--- src/rtl/vga_scanout.sv ---
// vga_scanout: parametrised VGA timing generator and VRAM scanout (direct RGB444 or 4bpp palette).
// Defining VGA_PIXEL_DOUBLE_EN scans a half-resolution framebuffer with 2x2 pixel replication.
module vga_scanout #(
  parameter int unsigned H_ACTIVE = 640,
  parameter int unsigned H_FP     = 16,
  parameter int unsigned H_SYNC   = 96,
  parameter int unsigned H_BP     = 48,
  parameter int unsigned V_ACTIVE = 480,
  parameter int unsigned V_FP     = 10,
  parameter int unsigned V_SYNC   = 2,
  parameter int unsigned V_BP     = 33,
  parameter logic        HS_POL   = 1'b0,
  parameter logic        VS_POL   = 1'b0,
  parameter int unsigned ADDR_W   = 16,
  parameter int unsigned DATA_W   = 16,
  parameter int unsigned RAM_LAT  = 1
) (
  input  logic              clock,
  input  logic              clear,
  output logic [ADDR_W-1:0] addr,
  input  logic [DATA_W-1:0] q,
  input  logic [ADDR_W-1:0] base,
  input  logic              mode,
  input  logic              pal_we,
  input  logic [3:0]        pal_idx,
  input  logic [11:0]       pal_rgb,
  output logic [3:0]        VGA_R,
  output logic [3:0]        VGA_G,
  output logic [3:0]        VGA_B,
  output logic              VGA_HS,
  output logic              VGA_VS,
  output logic              frame_start
);

  localparam int unsigned H_TOTAL = H_ACTIVE + H_FP + H_SYNC + H_BP;
  localparam int unsigned V_TOTAL = V_ACTIVE + V_FP + V_SYNC + V_BP;
  localparam int unsigned HW      = $clog2(H_TOTAL + 1);
  localparam int unsigned VW      = $clog2(V_TOTAL + 1);
  localparam int unsigned PW      = ADDR_W + 2;
  localparam int unsigned DLY     = RAM_LAT + 1;

  localparam logic [HW-1:0] HActive = HW'(H_ACTIVE);
  localparam logic [HW-1:0] HsStart = HW'(H_ACTIVE + H_FP);
  localparam logic [HW-1:0] HsEnd   = HW'(H_ACTIVE + H_FP + H_SYNC);
  localparam logic [HW-1:0] HLast   = HW'(H_TOTAL - 1);
  localparam logic [VW-1:0] VActive = VW'(V_ACTIVE);
  localparam logic [VW-1:0] VsStart = VW'(V_ACTIVE + V_FP);
  localparam logic [VW-1:0] VsEnd   = VW'(V_ACTIVE + V_FP + V_SYNC);
  localparam logic [VW-1:0] VLast   = VW'(V_TOTAL - 1);

  typedef struct packed {
    logic       act;
    logic       hs;
    logic       vs;
    logic       fs;
    logic       mode;
    logic [1:0] nib;
  } pipe_t;

  logic [HW-1:0]     h_q, h_d;
  logic [VW-1:0]     v_q, v_d;
  logic [PW-1:0]     p_q, p_d;
  logic [ADDR_W-1:0] addr_q, addr_d;
  logic [ADDR_W-1:0] base_q, base_d, base_eff;
  logic              mode_q, mode_d, mode_eff;
  logic              h_last, v_last, frame0, active;
  pipe_t             pipe_in, st;
  pipe_t             pipe_q [DLY];
  logic [11:0]       pal_q [16];
  logic [3:0]        pix_nib;
  logic [11:0]       rgb_q, rgb_d;
  logic              hs_q, hs_d, vs_q, vs_d, fs_q, fs_d;
`ifdef VGA_PIXEL_DOUBLE_EN
  logic [PW-1:0]     line_q, line_d;
`endif

  assign h_last = (h_q == HLast);
  assign v_last = (v_q == VLast);
  assign frame0 = (h_q == '0) && (v_q == '0);
  assign active = (h_q < HActive) && (v_q < VActive);

  // The first pixel of a frame must already use the freshly sampled base/mode.
  assign base_eff = frame0 ? base : base_q;
  assign mode_eff = frame0 ? mode : mode_q;

  always_comb begin
    h_d    = h_last ? '0 : h_q + 1'b1;
    v_d    = v_q;
    if (h_last) v_d = v_last ? '0 : v_q + 1'b1;
    base_d = base_eff;
    mode_d = mode_eff;
    p_d    = p_q;
    addr_d = addr_q;
`ifdef VGA_PIXEL_DOUBLE_EN
    line_d = line_q;
    if (active) begin
      addr_d = base_eff + (mode_eff ? p_q[PW-1:2] : p_q[ADDR_W-1:0]);
      if (h_q[0]) p_d = p_q + 1'b1;
    end
    // Even lines replay their framebuffer row on the following odd line.
    if (h_last && (v_q < VActive)) begin
      if (!v_q[0]) p_d = line_q;
      else         line_d = p_q;
    end
    if (h_last && v_last) begin
      p_d    = '0;
      line_d = '0;
    end
`else
    if (active) begin
      addr_d = base_eff + (mode_eff ? p_q[PW-1:2] : p_q[ADDR_W-1:0]);
      p_d    = p_q + 1'b1;
    end
    if (h_last && v_last) p_d = '0;
`endif
  end

  always_comb begin
    pipe_in      = '0;
    pipe_in.act  = active;
    pipe_in.hs   = (h_q >= HsStart) && (h_q < HsEnd);
    pipe_in.vs   = (v_q >= VsStart) && (v_q < VsEnd);
    pipe_in.fs   = frame0;
    pipe_in.mode = mode_eff;
    pipe_in.nib  = p_q[1:0];
  end

  always_ff @(posedge clock) begin
    if (clear) begin
      h_q    <= '0;
      v_q    <= '0;
      p_q    <= '0;
      addr_q <= '0;
      base_q <= '0;
      mode_q <= 1'b0;
`ifdef VGA_PIXEL_DOUBLE_EN
      line_q <= '0;
`endif
      for (int unsigned i = 0; i < DLY; i++) pipe_q[i] <= '0;
    end else begin
      h_q    <= h_d;
      v_q    <= v_d;
      p_q    <= p_d;
      addr_q <= addr_d;
      base_q <= base_d;
      mode_q <= mode_d;
`ifdef VGA_PIXEL_DOUBLE_EN
      line_q <= line_d;
`endif
      pipe_q[0] <= pipe_in;
      for (int unsigned i = 1; i < DLY; i++) pipe_q[i] <= pipe_q[i-1];
    end
  end

  // Combinational read: a same-cycle write is seen by lookups only from the next cycle.
  always_ff @(posedge clock) begin
    if (pal_we) pal_q[pal_idx] <= pal_rgb;
  end

  // The last delay stage lines up with the VRAM data for the same pixel.
  assign st = pipe_q[DLY-1];

  always_comb begin
    case (st.nib)
      2'd0:    pix_nib = q[3:0];
      2'd1:    pix_nib = q[7:4];
      2'd2:    pix_nib = q[11:8];
      default: pix_nib = q[15:12];
    endcase
    rgb_d = '0;
    if (st.act) rgb_d = st.mode ? pal_q[pix_nib] : q[11:0];
    hs_d = st.hs ? HS_POL : ~HS_POL;
    vs_d = st.vs ? VS_POL : ~VS_POL;
    fs_d = st.fs;
  end

  always_ff @(posedge clock) begin
    if (clear) begin
      rgb_q <= '0;
      hs_q  <= ~HS_POL;
      vs_q  <= ~VS_POL;
      fs_q  <= 1'b0;
    end else begin
      rgb_q <= rgb_d;
      hs_q  <= hs_d;
      vs_q  <= vs_d;
      fs_q  <= fs_d;
    end
  end

  assign addr        = addr_q;
  assign VGA_R       = rgb_q[11:8];
  assign VGA_G       = rgb_q[7:4];
  assign VGA_B       = rgb_q[3:0];
  assign VGA_HS      = hs_q;
  assign VGA_VS      = vs_q;
  assign frame_start = fs_q;

endmodule

--- config.mk ---
export PLATFORM = sky130hd
export DESIGN_NAME = vga_scanout
export DESIGN_NICKNAME = d
export VERILOG_FILES = /design/src/rtl/vga_scanout.sv
export SDC_FILE = /design/constraint.sdc
export NUM_CORES = 1
export LEC_CHECK = 0
export CAP_MARGIN = 30
export CORE_UTILIZATION = 45
export DETAILED_ROUTE_END_ITERATION = 16
export SLEW_MARGIN = 20
export SYNTH_ARGS = -nofsm -noshare
export SYNTH_HDL_FRONTEND = slang
export SYNTH_SLANG_ARGS = --single-unit
--- constraint.sdc ---
create_clock -name clock -period 11.56 [get_ports clock]
set_clock_uncertainty 0.15 [all_clocks]
set_input_delay 1.156 -clock clock [delete_from_list [all_inputs] [get_ports clock]]
set_output_delay 1.156 -clock clock [all_outputs]
set_load 0.02 [all_outputs]
==> flow_summary.toml <==
[status]
outcome = "completed"

[power]
p_sw_uw = 525.3
sw_frac_of_total_pct = 21.96
intPower_mw = 1.867
p_leak_nw = 5.112
p_total_mw = 2.392
power_density_nw_per_um2 = 164.0
p_clk_share_pct = 42.0
combPwrFrac_pct = 9.8
power_frac_seq_pct = 48.2
vdd_drop_max_mv = 0.09472

[synthesis]
ys_dominant_reg_cell = "edfxtp_1"
syn_inst = 837
avgSynthCellArea_um2 = 14.62
synth_compound_area_share_pct = 3.835
yosys_register_bits = 291
synth-seq-area-share_pct = 63.32
synth_top_family_by_area = "multiplexers"
synthAdderAreaFrac_pct = 2.209
synthesis.nets = 910
yosys_warnings = 0
synth_area_um2 = 12240
synth-xor-area-share_pct = 2.863
synth-async-reset-ratio_pct = 0
synth-edff-count = 192
yosys-mux-area-fraction_pct = 16.20
yosys.cell_types.count = 57
synth-simple-area-share_pct = 9.704

[routing]
drt-pass1-iter-count = 4
vias_per_cell = 5.444
vias = 7028
drcViolationCount = 0
ant_nets = 0
avgRoutedWirePerCell_um = 20.16
routed_wl_mm = 26.03
drt_iter0_drc = 456

[clocking]
cts_setup_buffers = 0
cts_root_buf = "clkbuf_16"
cts_hold_buf = 0
cts_resized = 0
numCtsBuffers = 30
htree_num_levels = 1
clk-insertion-delay-late_ns = 0.55
clock-sinks = 291
path_clk_slew_ns = 0.06
clock_path_buffers = 3
cts_tree = "yes"

[die]
initial_core_util_pct = 46.43
die_x_um = 166.9
die-height_um = 166.9
core_area_um2 = 26350
num_rows = 59
ioPinCount = 83
die_area_um2 = 27850

[sta]
post-route-min-period_ns = 4.620
hold_viol = 0
maxSlewViolCount = 0
worst_slew_pin_slew_ns = 0.9733
fin_tns_setup_ns = 0
setup_violations = 0
fin_crit_sh_pct = 39.97
worst_slew_margin_rel_pct = 35.05
rsz0062_at_grt = "no"
fin_ws_ns = 6.940
fmax_mhz = 216.5

[finish]
n_antenna_cell = 0
post_layout_nonfiller_instances = 1291
fin_nets = 1005
drive_gt1_share_pct = 15.69
area_growth_pct = 19.18

[placement]
dp_hpwl_mm = 16.19
place_inst = 1230
dp_slack_ns = 6.563
finalWeightedCongestion = 0.7741
io_buffers = 82

[global_routing]
antenna_found_initial = 0
track_usage_pct = 19.16
gr-total-overflow = 0
grt_pass1_wl_mm = 41.06
grt_pass1_vias = 7226
grt_start_max_net_pins = 49

[job]
drv_cap = 0

[hold_path]
hp-class = "reg2reg"

[critical_path]
critPathCaptureType = "flop"
path_cells = "or4_1 -> nor2_1 -> and3_1 -> buf_4 -> mux2i_2 -> buf_6 -> mux2_1 -> ha_1 -> fa_1 -> a21o_1 -> a21oi_1 -> o21a_1 -> o31ai_1 -> a21o_1 -> a211o_1 -> o221ai_1"
arrival_ns = 4.93
cp-start-kind = "flop"
crit_path_max_fanout = 17
required_ns = 11.87
slowest_delay_ns = 0.52
critPathKind = "reg2reg"
critical_path_buf_inv_count = 2
worst_path_most_repeated_cell = "a21o_1"
path_delay_family = "compound AO/OA/AOI/OAI gates"
cp_slowest_cell = "or4_1"
through the flow:
stage	hold WS, ns	instance area (um^2)	util (%)
2_1_floorplan	0.1934	12240	-
3_3_place_gp	0.2080	13400	50.86
3_5_place_dp	0.2115	13450	51.03
4_1_cts	0.2254	14500	55.02
5_1_grt	0.2509	14580	55.33
6_report	0.2175	14580	55.33
per-layer routing:
layer | part of all wire [%] | wire length [um] | track usage [%] | vias to the layer above
met2 | 49 | 12700 | 32.69 | 139
met4 | 1.6 | 407 | 4.187 | 0
li1 | - | - | - | 3367
met5 | 0 | 0 | 0 | -
met1 | 46 | 11930 | 26.03 | 3487
met3 | 3.8 | 989 | 2.733 | 35
cells in the final DEF, fill, tap and decap left out, types with 8 or more instances in the layout:
cell type	count
edfxtp_1	192
xnor2_1	13
clkbuf_16	30
nor2_2	10
nand4_1	15
mux2_1	9
mux4_2	36
dfxtp_1	99
nor2_1	56
mux2_2	33
nor2b_1	14
inv_1	9
clkbuf_1	8
or3_1	9
and2_1	17
buf_4	8
nand2_1	59
mux4_1	16
ha_1	20
o21ai_0	14
and3_1	10
clkdlybuf4s50_1	82
nand3_1	12
a21oi_1	28
o21ai_1	12
xor2_1	27
mux2i_1	26
synth_stat cells (all sizes together), types with 17 or more instances:
cell	number	area, um^2
mux4	52	1235
nand2	59	221.5
and2	17	106.4
nor2	66	247.7
a21oi	28	140.1
dfxtp	99	1982
mux2	42	473.0
edfxtp	192	5766
ha	20	250.2
clkbuf	20	82.57
xor2	27	236.5
o21ai	26	130.1
mux2i	27	274.0
power groups by stage:
stage / clock, mW / combinational (mW) / sequential [mW]
finish: 1.01 / 0.235 / 1.15
global route: 1.06 / 0.256 / 1.16
CTS: 1.03 / 0.233 / 1.15
detailed placement: 0 / 0.232 / 1.17
global placement: 0 / 0.231 / 1.17
floorplan: 0 / 0.143 / 1.18
sequential cells by signal (all words and copies together), names as in the netlist:
name	flops
pal_q	192
p_q	18
addr	16
base_q	16
pipe_q	14
rgb_q	12
h_q	10
v_q	10
VGA_HS	1
VGA_VS	1
frame_start	1
cell type report:
class / count / area [um^2]
multi-input cells: 501 / 4319
flip-flops and latches: 291 / 7747
well taps: 335 / 419.2
repair buffers: 98 / 1010
clock inverters: 11 / 172.7
fillers: 2174 / 11770
inverters: 10 / 37.54
clock buffers: 45 / 877.1
path summary, 6_finish.rpt:
kind                            cells after the start        to          start  slack, ns
worst min register to register                      1    VGA_VS  pipe_q[0][11]       0.22
worst min-delay path                                1    VGA_VS  pipe_q[0][11]       0.22
worst max register to register                     16  addr[12]         v_q[2]       6.94
worst max-delay path                               16  addr[12]         v_q[2]       6.94
cell families after synthesis:
family	Yosys count
DFF	291
and+or+nand+nor	239
muxes	121
AOI/OAI and AO/OA	80
buffers and inverters	45
xor gates and xnor gates	40
adders and majority gates	21
No activity file was read; power rests on OpenSTA's default activity.
==> edit 1: new RTL, config.mk and constraints unchanged <==
`VS_POL`: 1'b0 -> 1'b1.
--- a/src/rtl/vga_scanout.sv
+++ b/src/rtl/vga_scanout.sv
@@ -11,5 +11,5 @@
   parameter int unsigned V_BP     = 33,
   parameter logic        HS_POL   = 1'b0,
-  parameter logic        VS_POL   = 1'b0,
+  parameter logic        VS_POL   = 1'b1,
   parameter int unsigned ADDR_W   = 16,
   parameter int unsigned DATA_W   = 16,
Check against the original RTL: not equivalent (Yosys sat finds a counterexample within 4 cycles, from zero or initial values).
==> edit 1 against the original RTL <==
Synthesized area is essentially flat. Total power shrank 2.4%. Worst setup slack lost 500 ps. Sequential cell count is the same. Final cell count shrank 0.46%. Via count shrank 1.1%. Wire length grew 2.1%. Non-clock buffer count shrank 2. Design area shrank 0.87%. Largest power group unchanged. Highest routed layer unchanged.
==> edit 1: results (changes against the original RTL) <==
stage,metric,value,unit,change
clocking,cts-buffers-inserted,31,,was 30
placement,gp_congestion,0.801,,was 0.774
worst_setup_path,cp-endpoint,addr[14]$_SDFFE_PP0P_,,was addr[12]$_SDFFE_PP0P_
synth,synth_edf_count,192,,unchanged
placement,hpwl,16500,um,was 16200 um
routing,routedWlPerCell,20.7,um,was 20.2 um
synth,synth_area_leaders,"edfxtp_1, dfxtp_1, mux4_2",,unchanged
clocking,hold_buffers,0,,unchanged
worst_setup_path,slowest_stage,mux2i_2,,was or4_1
global_route,grt_pass1_vias,6891,,was 7226
worst_setup_path,ff2ff_setup_slack,6440,ps,was 6940 ps
worst_setup_path,r2r_cells,15,,was 16
clocking,post_cts_buffers,0,,unchanged
worst_setup_path,reg2reg_from,v_q[2]$_SDFFE_PP0N_,,unchanged
worst_setup_path,slowest_delay,790,ps,was 520 ps
worst_setup_path,crit_fanout,16,,was 17
finish,drive_gt1_share,15.9,%,was 15.7%
hold_path,min_path_type,reg -> reg,,unchanged
routing,drt_iter0_markers,481,,was 456
outcome,status,"finished, final reports clean",,unchanged
synth,yosysUniqueCellTypes,55,,was 57
timing,whs,234,ps,was 218 ps
synth,ys_seq_area_share,63.4,%,was 63.3%
worst_setup_path,cp_data_arrival_time,5390,ps,was 4930 ps
global_route,grt_pass1_wl,40600,um,was 41100 um
global_route,grt_usage,19.1,%,was 19.2%
clocking,cts_root_buf,clkbuf_16,,unchanged
global_route,antenna_found_initial,0,,unchanged
power_and_ir_drop,leakage,0.00505,uW,was 0.00511 uW
finish,fillers,2165,,was 2174
worst_setup_path,start_kind,flop,,unchanged
finish,nNetsFinal,998,,was 1005
power_and_ir_drop,ir_worst_vdd,0.000123,V,was 0.0000947 V
routing,firstDrtPassIters,8,,was 4
timing,slew_headroom,38.2,%,was 35.0%
synth,synth.net_count,905,,was 910
placement,portBuffers,82,,unchanged
global_route,grt_max_degree,54,,was 49
routing,via_per_inst,5.41,,was 5.44
synth,synthTopCellsByCount,"edfxtp_1, dfxtp_1, nor2_1",,unchanged
[edit 1: per-stage QoR]
step | setup slack [ps] | cell area [um^2] | std cells | total power, uW
floorplan | 7130 | 12200 | 832 | 1320
global placement | 6220 | 13400 | 1219 | 1410
detailed placement | 6090 | 13400 | 1222 | 1410
CTS | 6060 | 14400 | 1280 | 2360
global route | 6130 | 14500 | 1285 | 2420
finish | 6440 | 14500 | 1285 | 2330
[edit 1: how the worst min path moves through the flow]
stage | from | end
floorplan | pipe_q[0][12]$_SDFF_PP0_ | VGA_HS$_SDFF_PP1_
global placement | pipe_q[0][12]$_SDFF_PP0_ | VGA_HS$_SDFF_PP1_
detailed placement | pipe_q[0][12]$_SDFF_PP0_ | VGA_HS$_SDFF_PP1_
CTS | pipe_q[0][12]$_SDFF_PP0_ | VGA_HS$_SDFF_PP1_
global route | pipe_q[0][12]$_SDFF_PP0_ | VGA_HS$_SDFF_PP1_
finish | pipe_q[0][12]$_SDFF_PP0_ | VGA_HS$_SDFF_PP1_
[edit 1: final cells by class]
type	instances	area (um^2)	area share [%]
clock buffer	42	837	5.79
clock inverter	16	136	0.943
inverter	10	37.5	0.260
multi-input combinational	495	4310	29.8
sequential	291	7750	53.6
tap	335	419	2.90
timing repair buffer	96	973	6.73
[edit 1: cell families after synthesis]
logic type / count (synthesis) / share of synthesized area, %
DFF: 291 / 63.4
and+or+nand+nor: 233 / 9.54
muxes: 121 / 16.2
AOI/OAI and AO/OA: 77 / 3.69
buffers and inverters: 46 / 1.92
xor gates and xnor gates: 43 / 3.08
adders and majority gates: 21 / 2.21
[edit 1: power by group]
part	leakage [uW]	internal [uW]	total, uW	switching [uW]
Sequential	0.00254	1140	1150	13.6
Combinational	0.00203	114	233	119
Clock	0.000480	551	947	396
[edit 1: layer usage]
layer / vias to the layer above / share of wire [%] / track usage, %
met1: 3423 / 46 / 26.3
met3: 25 / 5.1 / 2.95
met4: 0 / 1.4 / 4.07
li1: 3338 / - / -
met5: - / 0 / 0
met2: 163 / 48 / 32.0
==> edit 2: new RTL, same flow settings <==
Made on the original files. Register the outputs `VGA_R`, `VGA_G` and `VGA_B`, without a reset; this adds one clock of latency there. The other outputs are not delayed to match.
--- a/src/rtl/vga_scanout.sv
+++ b/src/rtl/vga_scanout.sv
@@ -190,7 +190,9 @@
 
   assign addr        = addr_q;
-  assign VGA_R       = rgb_q[11:8];
-  assign VGA_G       = rgb_q[7:4];
-  assign VGA_B       = rgb_q[3:0];
+  always_ff @(posedge clock) begin
+    VGA_R <= rgb_q[11:8];
+    VGA_G <= rgb_q[7:4];
+    VGA_B <= rgb_q[3:0];
+  end
   assign VGA_HS      = hs_q;
   assign VGA_VS      = vs_q;
Function: changed (Yosys sat finds a counterexample within 4 cycles, from zero or initial values).
==> edit 2 against the original RTL <==
Worst setup slack got worse by 300 ps. Via count rose by 1.1%. Total power rose by 2.4%. Die area rose by 1.9%. Worst hold slack got worse by 42 ps. Wire length fell by 0.60%. Synthesized area rose by 1.9%. Sequential cell count rose by 12. Design area rose by 1.4%.
==> edit 2: results (changes against the original RTL) <==
stage,metric,value,unit,change
routing,drt_iter0_markers,565,,was 456
placement,place_inst,1254,,was 1230
finish,bufAreaShareNonClock,6.81,%,was 6.92%
power_and_ir_drop,ir_worst_vdd,0.000111,V,was 0.0000947 V
routing,routed_wl,25900,um,was 26000 um
synth,synth_seq_cells,303,,was 291
clocking,clock_latency,500,ps,was 550 ps
outcome,status,"finished, final reports clean",,unchanged
synth,syn_avg_cell_area,14.8,um^2,was 14.6 um^2
hold_path,hold_end,VGA_G[1]$_DFF_P_,,was VGA_VS$_SDFF_PP1_
finish,seq_share,54.0,%,was 53.1%
finish,nNetsFinal,1024,,was 1005
hold_path,min_from,rgb_q[5]$_SDFF_PP0_,,was pipe_q[0][11]$_SDFF_PP0_
finish,fillers,2199,,was 2174
clocking,htree_levels,2,,was 1
routing,firstDrtPassIters,5,,was 4
synth,synthTopCellsByCount,"edfxtp_1, dfxtp_1, nor2_1",,unchanged
finish,clock_area_share,7.22,%,was 7.20%
timing,slew_headroom,47.4,%,was 35.0%
finish,multi_input_gates,496,,was 501
routing,wl_met2,12100,um,was 12700 um
routing,wl_met1,12300,um,was 11900 um
worst_setup_path,r2r_end,addr[14]$_SDFFE_PP0P_,,was addr[12]$_SDFFE_PP0P_
finish,signal_buffers,106,,was 98
synth,synth_top_area_share,46.3,%,was 47.1%
global_route,grt_use_met1,27.3,%,was 26.0%
worst_setup_path,ff2ff_setup_slack,6640,ps,was 6940 ps
power_and_ir_drop,leakage,0.00524,uW,was 0.00511 uW
power_and_ir_drop,power_switching,545,uW,was 525 uW
global_route,grt_max_degree,54,,was 49
routing,via_per_inst,5.40,,was 5.44
global_route,met3_usage,3.20,%,was 2.73%
placement,hpwl,16500,um,was 16200 um
synth,ys_seq_area_share,64.1,%,was 63.3%
global_route,grt_usage,19.1,%,was 19.2%
## edit 2: changes by cell type after synthesis, sizes merged, moves of 3 or more
cell	delta
nand2b	+5
nand2	-7
o21ai	+3
dfxtp	+12
nor2b	+14
or3	-3
nand4	-3
a21oi	-4
and2	-15
xnor2	+5
nor2	+6
## edit 2: power groups by stage
stage,sequential (uW),combinational (uW),clock [uW]
after floorplan,1220,145,0
after global placement,1220,237,0
after detailed placement,1220,238,0
after CTS,1200,239,1040
after global routing,1200,258,1090
final,1190,237,1020
## edit 2: logic make-up (layout without fill, tap and decap cells)
group	Yosys count	after routing	share of synthesized area, %
simple gates	234	234	9.33
fa+ha+maj	21	21	2.17
xor+xnor	43	43	3.02
mux	121	121	15.9
flops	303	303	64.1
buf+inv	46	175	1.88
compound gates	77	77	3.62
## edit 2: how the worst max path moves through the flow
stage | startpoint | endpoint | cells past startpoint
6_report | v_q[2]$_SDFFE_PP0N_ | addr[14]$_SDFFE_PP0P_ | 15
3_5_place_dp | v_q[2]$_SDFFE_PP0N_ | addr[14]$_SDFFE_PP0P_ | 14
2_1_floorplan | v_q[2]$_SDFFE_PP0N_ | addr[14]$_SDFFE_PP0P_ | 17
3_3_place_gp | v_q[2]$_SDFFE_PP0N_ | addr[14]$_SDFFE_PP0P_ | 14
4_1_cts | v_q[2]$_SDFFE_PP0N_ | addr[14]$_SDFFE_PP0P_ | 14
5_1_grt | v_q[2]$_SDFFE_PP0N_ | addr[14]$_SDFFE_PP0P_ | 15
## edit 2: through the flow
stage          utilization [%]  worst slack (ps)  total power (uW)
2_1_floorplan                -              7130              1370
3_3_place_gp              50.7              6160              1450
3_5_place_dp              50.7              6050              1460
4_1_cts                   54.6              6030              2480
5_1_grt                   54.7              6290              2550
6_report                  54.7              6640              2450
